<file path="src/rtl/wb_stage.sv">
// wb_stage: writeback stage that commits register/LED CSR writes, counts retired instructions and halts.
// Ports:
//   clk, reset                 clock and synchronous active-high reset
//   mem_*                      registered MEM latch fields of the committing instruction
//   rs1_no/rs2_no -> *_val     combinational register reads with write-first bypass
//   fwd_valid/fwd_regno/fwd_val registered copy of the last cycle's register write
//   led_out                    LED CSR contents
//   retired_cnt                retired instruction count (wraps)
//   halted/halt_pc             halt status and PC of the halt instruction
module wb_stage #(
    parameter int DBITS = 32,
    parameter int REGNOBITS = 5,
    parameter int CSRBITS = 12,
    parameter logic [CSRBITS-1:0] LED_CSR = 12'h7C0,
    parameter int LEDBITS = 10
) (
    input  logic                 clk,
    input  logic                 reset,
    input  logic                 mem_valid,
    input  logic                 mem_wr_reg,
    input  logic [REGNOBITS-1:0] mem_wregno,
    input  logic [DBITS-1:0]     mem_regval,
    input  logic                 mem_wr_csr,
    input  logic [CSRBITS-1:0]   mem_csrno,
    input  logic                 mem_halt,
    input  logic [DBITS-1:0]     mem_pc,
    input  logic [REGNOBITS-1:0] rs1_no,
    input  logic [REGNOBITS-1:0] rs2_no,
    output logic [DBITS-1:0]     rs1_val,
    output logic [DBITS-1:0]     rs2_val,
    output logic                 fwd_valid,
    output logic [REGNOBITS-1:0] fwd_regno,
    output logic [DBITS-1:0]     fwd_val,
    output logic [LEDBITS-1:0]   led_out,
    output logic [DBITS-1:0]     retired_cnt,
    output logic                 halted,
    output logic [DBITS-1:0]     halt_pc
);
    typedef enum logic {RUN, HALTED} state_t;
    state_t state;
    logic [DBITS-1:0] regs [0:2**REGNOBITS-1];
    logic commit, wr_reg, wr_led;
    logic unused_hi;
    assign unused_hi = ^mem_regval;
    assign commit = mem_valid & (state == RUN);
    // The halt instruction retires but its own register/CSR writes are dropped.
    assign wr_reg = commit & ~mem_halt & mem_wr_reg & (mem_wregno != '0);
    assign wr_led = commit & ~mem_halt & mem_wr_csr & (mem_csrno == LED_CSR);
    assign halted = (state == HALTED);
    always_comb begin
        rs1_val = (rs1_no == '0) ? '0 : (wr_reg && rs1_no == mem_wregno) ? mem_regval : regs[rs1_no];
        rs2_val = (rs2_no == '0) ? '0 : (wr_reg && rs2_no == mem_wregno) ? mem_regval : regs[rs2_no];
    end
    always_ff @(posedge clk) begin
        if (reset) begin
            for (int i = 0; i < 2**REGNOBITS; i++) regs[i] <= '0;
            state <= RUN;
            led_out <= '0;
            retired_cnt <= '0;
            fwd_valid <= 1'b0;
            fwd_regno <= '0;
            fwd_val <= '0;
            halt_pc <= '0;
        end else begin
            fwd_valid <= wr_reg;
            if (wr_reg) begin
                regs[mem_wregno] <= mem_regval;
                fwd_regno <= mem_wregno;
                fwd_val <= mem_regval;
            end
            if (wr_led) led_out <= mem_regval[LEDBITS-1:0];
            if (commit) retired_cnt <= retired_cnt + 1'b1;
            if (commit && mem_halt) begin
                state <= HALTED;
                halt_pc <= mem_pc;
            end
        end
    end
endmodule

</file>
<file path="config.mk">
export PLATFORM = sky130hd
export DESIGN_NAME = wb_stage
export DESIGN_NICKNAME = d
export VERILOG_FILES = /design/src/rtl/wb_stage.sv
export SDC_FILE = /design/constraint.sdc
export NUM_CORES = 2
export LEC_CHECK = 0
export CELL_PAD_IN_SITES_DETAIL_PLACEMENT = 0
export CELL_PAD_IN_SITES_GLOBAL_PLACEMENT = 1
export CORE_ASPECT_RATIO = 0.6
export CORE_MARGIN = 2
export CORE_UTILIZATION = 48
export CTS_BUF_LIST = sky130_fd_sc_hd__clkbuf_8
export DETAILED_ROUTE_END_ITERATION = 8
export PLACE_DENSITY_LB_ADDON = 0.1
export SYNTH_ARGS = -nofsm -noshare
export SYNTH_HDL_FRONTEND = slang
export SYNTH_SLANG_ARGS = --single-unit
export TNS_END_PERCENT = 100
</file>
<file path="constraint.sdc">
create_clock -name clk -period 2.58 [get_ports clk]
set_clock_uncertainty 0.15 [all_clocks]
set_input_delay 0.258 -clock clk [delete_from_list [all_inputs] [get_ports clk]]
set_output_delay 0.258 -clock clk [all_outputs]
set_load 0.02 [all_outputs]
</file>
# == After elaboration in Yosys (flattened, before gate mapping) ==
# Memory sizes are Yosys's and may differ from the RTL's.
# Cells that the tools add are included.
# totals
regBits,113
latch_bits,0
ramBits,1024
romBits,0
output_inout_bits,177
memories,1
# op_classes
add_sub_neg,1
n_mul,0
div_mod_pow,0
n_lt_le_gt_ge,0
n_eq_ne,3
shift,0
muxes,12
n_bitwise,8
reduce_logical,7
# mem_list
name,depth,word_bits,read_ports,rd_clocked_by_memory_dff,write_ports,line_no,text
regs,32,32,2,0,32,41,logic [DBITS-1:0] regs [0:2**REGNOBITS-1];
# ops
cell,count
two-way mux 32 bit,5
"adder 32 x 1 -> 32 bit, second input constant",1
OR reduction 32 bit,1
"equality test 12 x 11 -> 1 bit, second input constant",1
equality test 5 bit,2
logical NOT 5 bit,2
AND 1 bit,6
two-way mux 1 bit,6
two-way mux 5 bit,1
nonzero test 5 bit,1
logical AND 1 bit,3
NOT 1 bit,2

# == Depth between registers and ports, before layout ==
# logic_depth
word_depth,10
depth_mapped,11

# == Least setup slack after synthesis ==
# OpenSTA, ideal clock, no wires.
# synth_timing
path_kind,input to output
from,in mem_wregno[4]
to,out rs2_val[19]
arrival_ns,2.336
path_slack_ns,-0.164
stages,7
path_buffers,3
cell_sequence,or3_1 > buf_2 > o31a_1 > buf_2 > and4_1 > buf_2 > o41ai_1
# synth_via
elab_chain_len,5
elab_cells_between_ends,6
cone_classes,1 x eq/ne; 2 x mux; 1 x bitwise; 2 x reduce/logical
# synth_rtl
element,line_no,text
"start, declared",21,"input logic [REGNOBITS-1:0] mem_wregno,"
nonzero test 5 bit,47,assign wr_reg = commit & ~mem_halt & mem_wr_reg & (mem_wregno != '0);
AND 1 bit,47,
logical AND 1 bit *,52,rs2_val = (rs2_no == '0) ? '0 : (wr_reg && rs2_no == mem_wregno) ? mem_regval : regs[rs2_no];
two-way mux 32 bit * (2 in series),52,
"end, declared",30,"output logic [DBITS-1:0] rs2_val,"
# Every way passes the cells marked *; elsewhere a longest branch is shown, timed or not.

==> results.toml <==
[outcome]
outcome = "finished, violations left"
violations = "negative setup slack"

[global_route]
grt_usage = 0.391
grt_max_degree = 132
grt_pass1_vias = 43003
antenna_found_initial = 32
grt_pass1_wl_mm = 341
overflow = 0

[timing]
slew_headroom = 0.441
fmax_ghz = 0.280
maxSlewViolCount = 0
setup_viol = 1159
rsz0062_at_grt = "true"
worst_slack_ps = -992
hold_viol = 0
min_period_ps = 3570
min_period_over_period = 1.38
tightest_slew_ps = 838

[setup_path]
critical_path.slowest_cell = "mux4_2"
worstPathArrival_ps = 3160
cp_common_cell = "mux4_2"
cp-start-kind = "flop"
max_stage_delay_ps = 620
r2r-end = "regs[12][18]"
rr_startpoint = "halted"
r2r_cells = 14
crit_family = "multiplexers"
cp_max_fo = 2
cp-end-kind = "output port"
worst-path-buf-inv = 1
crit_required_ps = 2170
critPathLaunch = "regs[24][30]"
crit_chain = "mux4_2 > mux4_2 > a221oi_4 > nor2_1 > buf_4"
critPathKind = "flop to output port"
r2r_slack_ps = -280

[placed_design]
dp_cells = 6395
place_area_um2 = 70300
port-buffer-count = 273
gp_congestion = 0.971
hpwl_mm = 168

[finish]
area_growth_pct = 29.1
nFillCells = 9277
fin_cells = 6873
nNetsFinal = 5196
fin_area_um2 = 76900
drive_above_1_share = 0.341

[synth]
synth_cell_types = 58
syn_avg_cell_area_um2 = 14.1
synth-async-reset-ratio = 0
syn_area_um2 = 59600
yosys-top-cells-area = "edfxtp_1 52%, mux4_2 19%, and2_1 10%"
synth_common_cells = "1,024 x edfxtp_1, 970 x and2_1, 499 x mux4_2, 299 x clkbuf_1, 225 x nand2_1"
synth-xor-area-share = 0.00574
synth_edf_count = 1024
ys_ff_latch = 1137
synth_area_leader_cell = "edfxtp_1"
synthFlopType = "edfxtp_1"
synth.most_common_cell = "edfxtp_1"
yosysWarnings = 0
synthSimpleGateAreaFrac = 0.147
synth_top_area_frac = 0.516
synthAdderAreaFrac = 0.000210
ys_seq_area_frac = 0.554
synthMuxAreaShare = 0.220
synth_compound_area_frac = 0.0393
synth_top_family_by_area = "multiplexers"
syn_inst = 4230

[power_and_ir_drop]
power.share.clock = 0.353
p_sw_frac = 0.275
power.density_nw_per_um2 = 553
comb_power_share = 0.158
p_sw_mw = 11.7
cellLeakagePower_nw = 29.4
power_mw = 42.5
power_frac_seq = 0.489
intPower_mw = 30.8
ir_drop_uv = 553

[hold_path]
min_path_type = "input pin to flop"
holdPathStages = 4
hold_start = "mem_regval[21]"
hold_end = "fwd_val[21]"

[job]
maxCapViolations = 0

[clocking]
worst_skew_pair.late_latency_ps = 890
htree_levels = 4
cts_buffers = 177
clk_pin_slew_ps = 60
root_buffer = "clkbuf_8"
cts_tree = "yes"
clk_path_buf_depth = 3
numClockSinks = 1137

[detailed_routing]
dr.pass1.iters = 5
wl_met1_mm = 97.3
wl_met3_mm = 40.2
drt_iter0_markers = 7604
routedWlPerCell_um = 36.5
dr.max_layer_used = "met5"
drt-total-wl_mm = 251
vias = 44854
drc = 0
dr_wl_met2_mm = 101
drt.antenna.violating_nets = 0
post_drt_via_cell_ratio = 6.53

[floorplanning]
fp.dieArea_um2 = 127000
die_h_um = 277
io_pins = 274
fp-row-count = 100
initial_core_util = 0.482
core_um2 = 123000
die_w_um = 459
[power by group through the flow]
| stage | sequential [mW] | combinational, mW | clock [mW] |
|---|---|---|---|
| global route | 20.8 | 6.84 | 15.8 |
| global placement | 21.1 | 5.94 | 0 |
| CTS | 20.8 | 6.43 | 15.1 |
| floorplan | 21.1 | 2.81 | 0 |
| detailed placement | 21.2 | 5.94 | 0 |
| finish | 20.8 | 6.71 | 15.0 |
[sequential cells by signal, indices dropped and copies added (netlist names)]
signal	count
regs	1024
fwd_valid	1
led_out	10
retired_cnt	32
halted	1
halt_pc	32
fwd_val	32
fwd_regno	5
[timing repair]
item | CTS | global route
hold buffers | 79 | 0
gates resized for setup | 553 | 149
endpoints found under the hold margin | 104 | 0
gates cloned | 3 | 2
pin swaps | 74 | 60
setup buffers | 56 | 40
setup endpoints to repair | 288 | 759
[metal layers]
| layer | global-route usage | vias up |
|---|---|---|
| met2 | 0.520 | 3783 |
| met1 | 0.573 | 22738 |
| met3 | 0.142 | 593 |
| met4 | 0.170 | 12 |
| met5 | 0.0105 | - |
| li1 | - | 17728 |
[cell type report]
cell class	count	area, um2	share of cell area
antenna	10	25.0	0.000325
clock buffer	182	2500	0.0326
timing repair buffer	1090	12200	0.159
inverter	11	45.0	0.000586
tap	1632	2040	0.0266
clock inverter	130	749	0.00974
multi-input combinational	2681	26300	0.342
sequential	1137	33000	0.429
[worst min-delay path: stages]
cell	delay, ps
clkdlybuf4s50_1	450
buf_4	250
nand2_1	90
a21oi_1	60
[through the flow]
step           setup WS (ps)  utilization  hold slack [ps]  TNS, ps
4_1_cts                 -991        0.616             15.6   -51280
3_5_place_dp           -1350        0.569              296  -563230
6_report                -992        0.623             95.8  -152400
3_3_place_gp           -1460        0.569              292  -532350
2_1_floorplan           1.35            -              244        0
5_1_grt                -1030        0.623             99.4  -263170
[placed cells by master (no fill, tap or decap), types with 36 or more instances in the layout]
cell type and count:
buf_12 220, nor2_1 113, edfxtp_1 1024, and2_1 970, o21ai_0 37, buf_6 75
a221oi_1 58, dfxtp_1 112, nor2_4 48, clkbuf_8 183, clkinv_1 40, clkdlybuf4s50_1 200
buf_4 486, nand2_1 214, a21oi_1 114, dlygate4sd3_1 79, inv_1 64, mux2i_1 161
mux4_2 504, nor3_1 36
[logic make-up (layout without fill, tap and decap cells)]
logic type	Yosys count	in the layout
flip-flops	1137	1137
AND/OR/NAND/NOR	1571	1571
multiplexers	669	669
AO/OA/AOI/OAI	369	369
adder cells (fa/ha/maj)	1	1
XOR/XNOR	39	39
other	1	42
buffers and inverters	443	1413
[how the worst max path moves through the flow]
| stage | slack (ps) | end | depth (start not counted) |
|---|---|---|---|
| after floorplan | 1 | rs2_val[9] | 6 |
| after global placement | -1460 | rs1_val[13] | 12 |
| after detailed placement | -1350 | rs1_val[13] | 12 |
| after CTS | -990 | rs1_val[30] | 5 |
| after global routing | -1030 | rs1_val[30] | 5 |
| final | -990 | rs1_val[30] | 5 |
(Power assumes the default switching activity.)
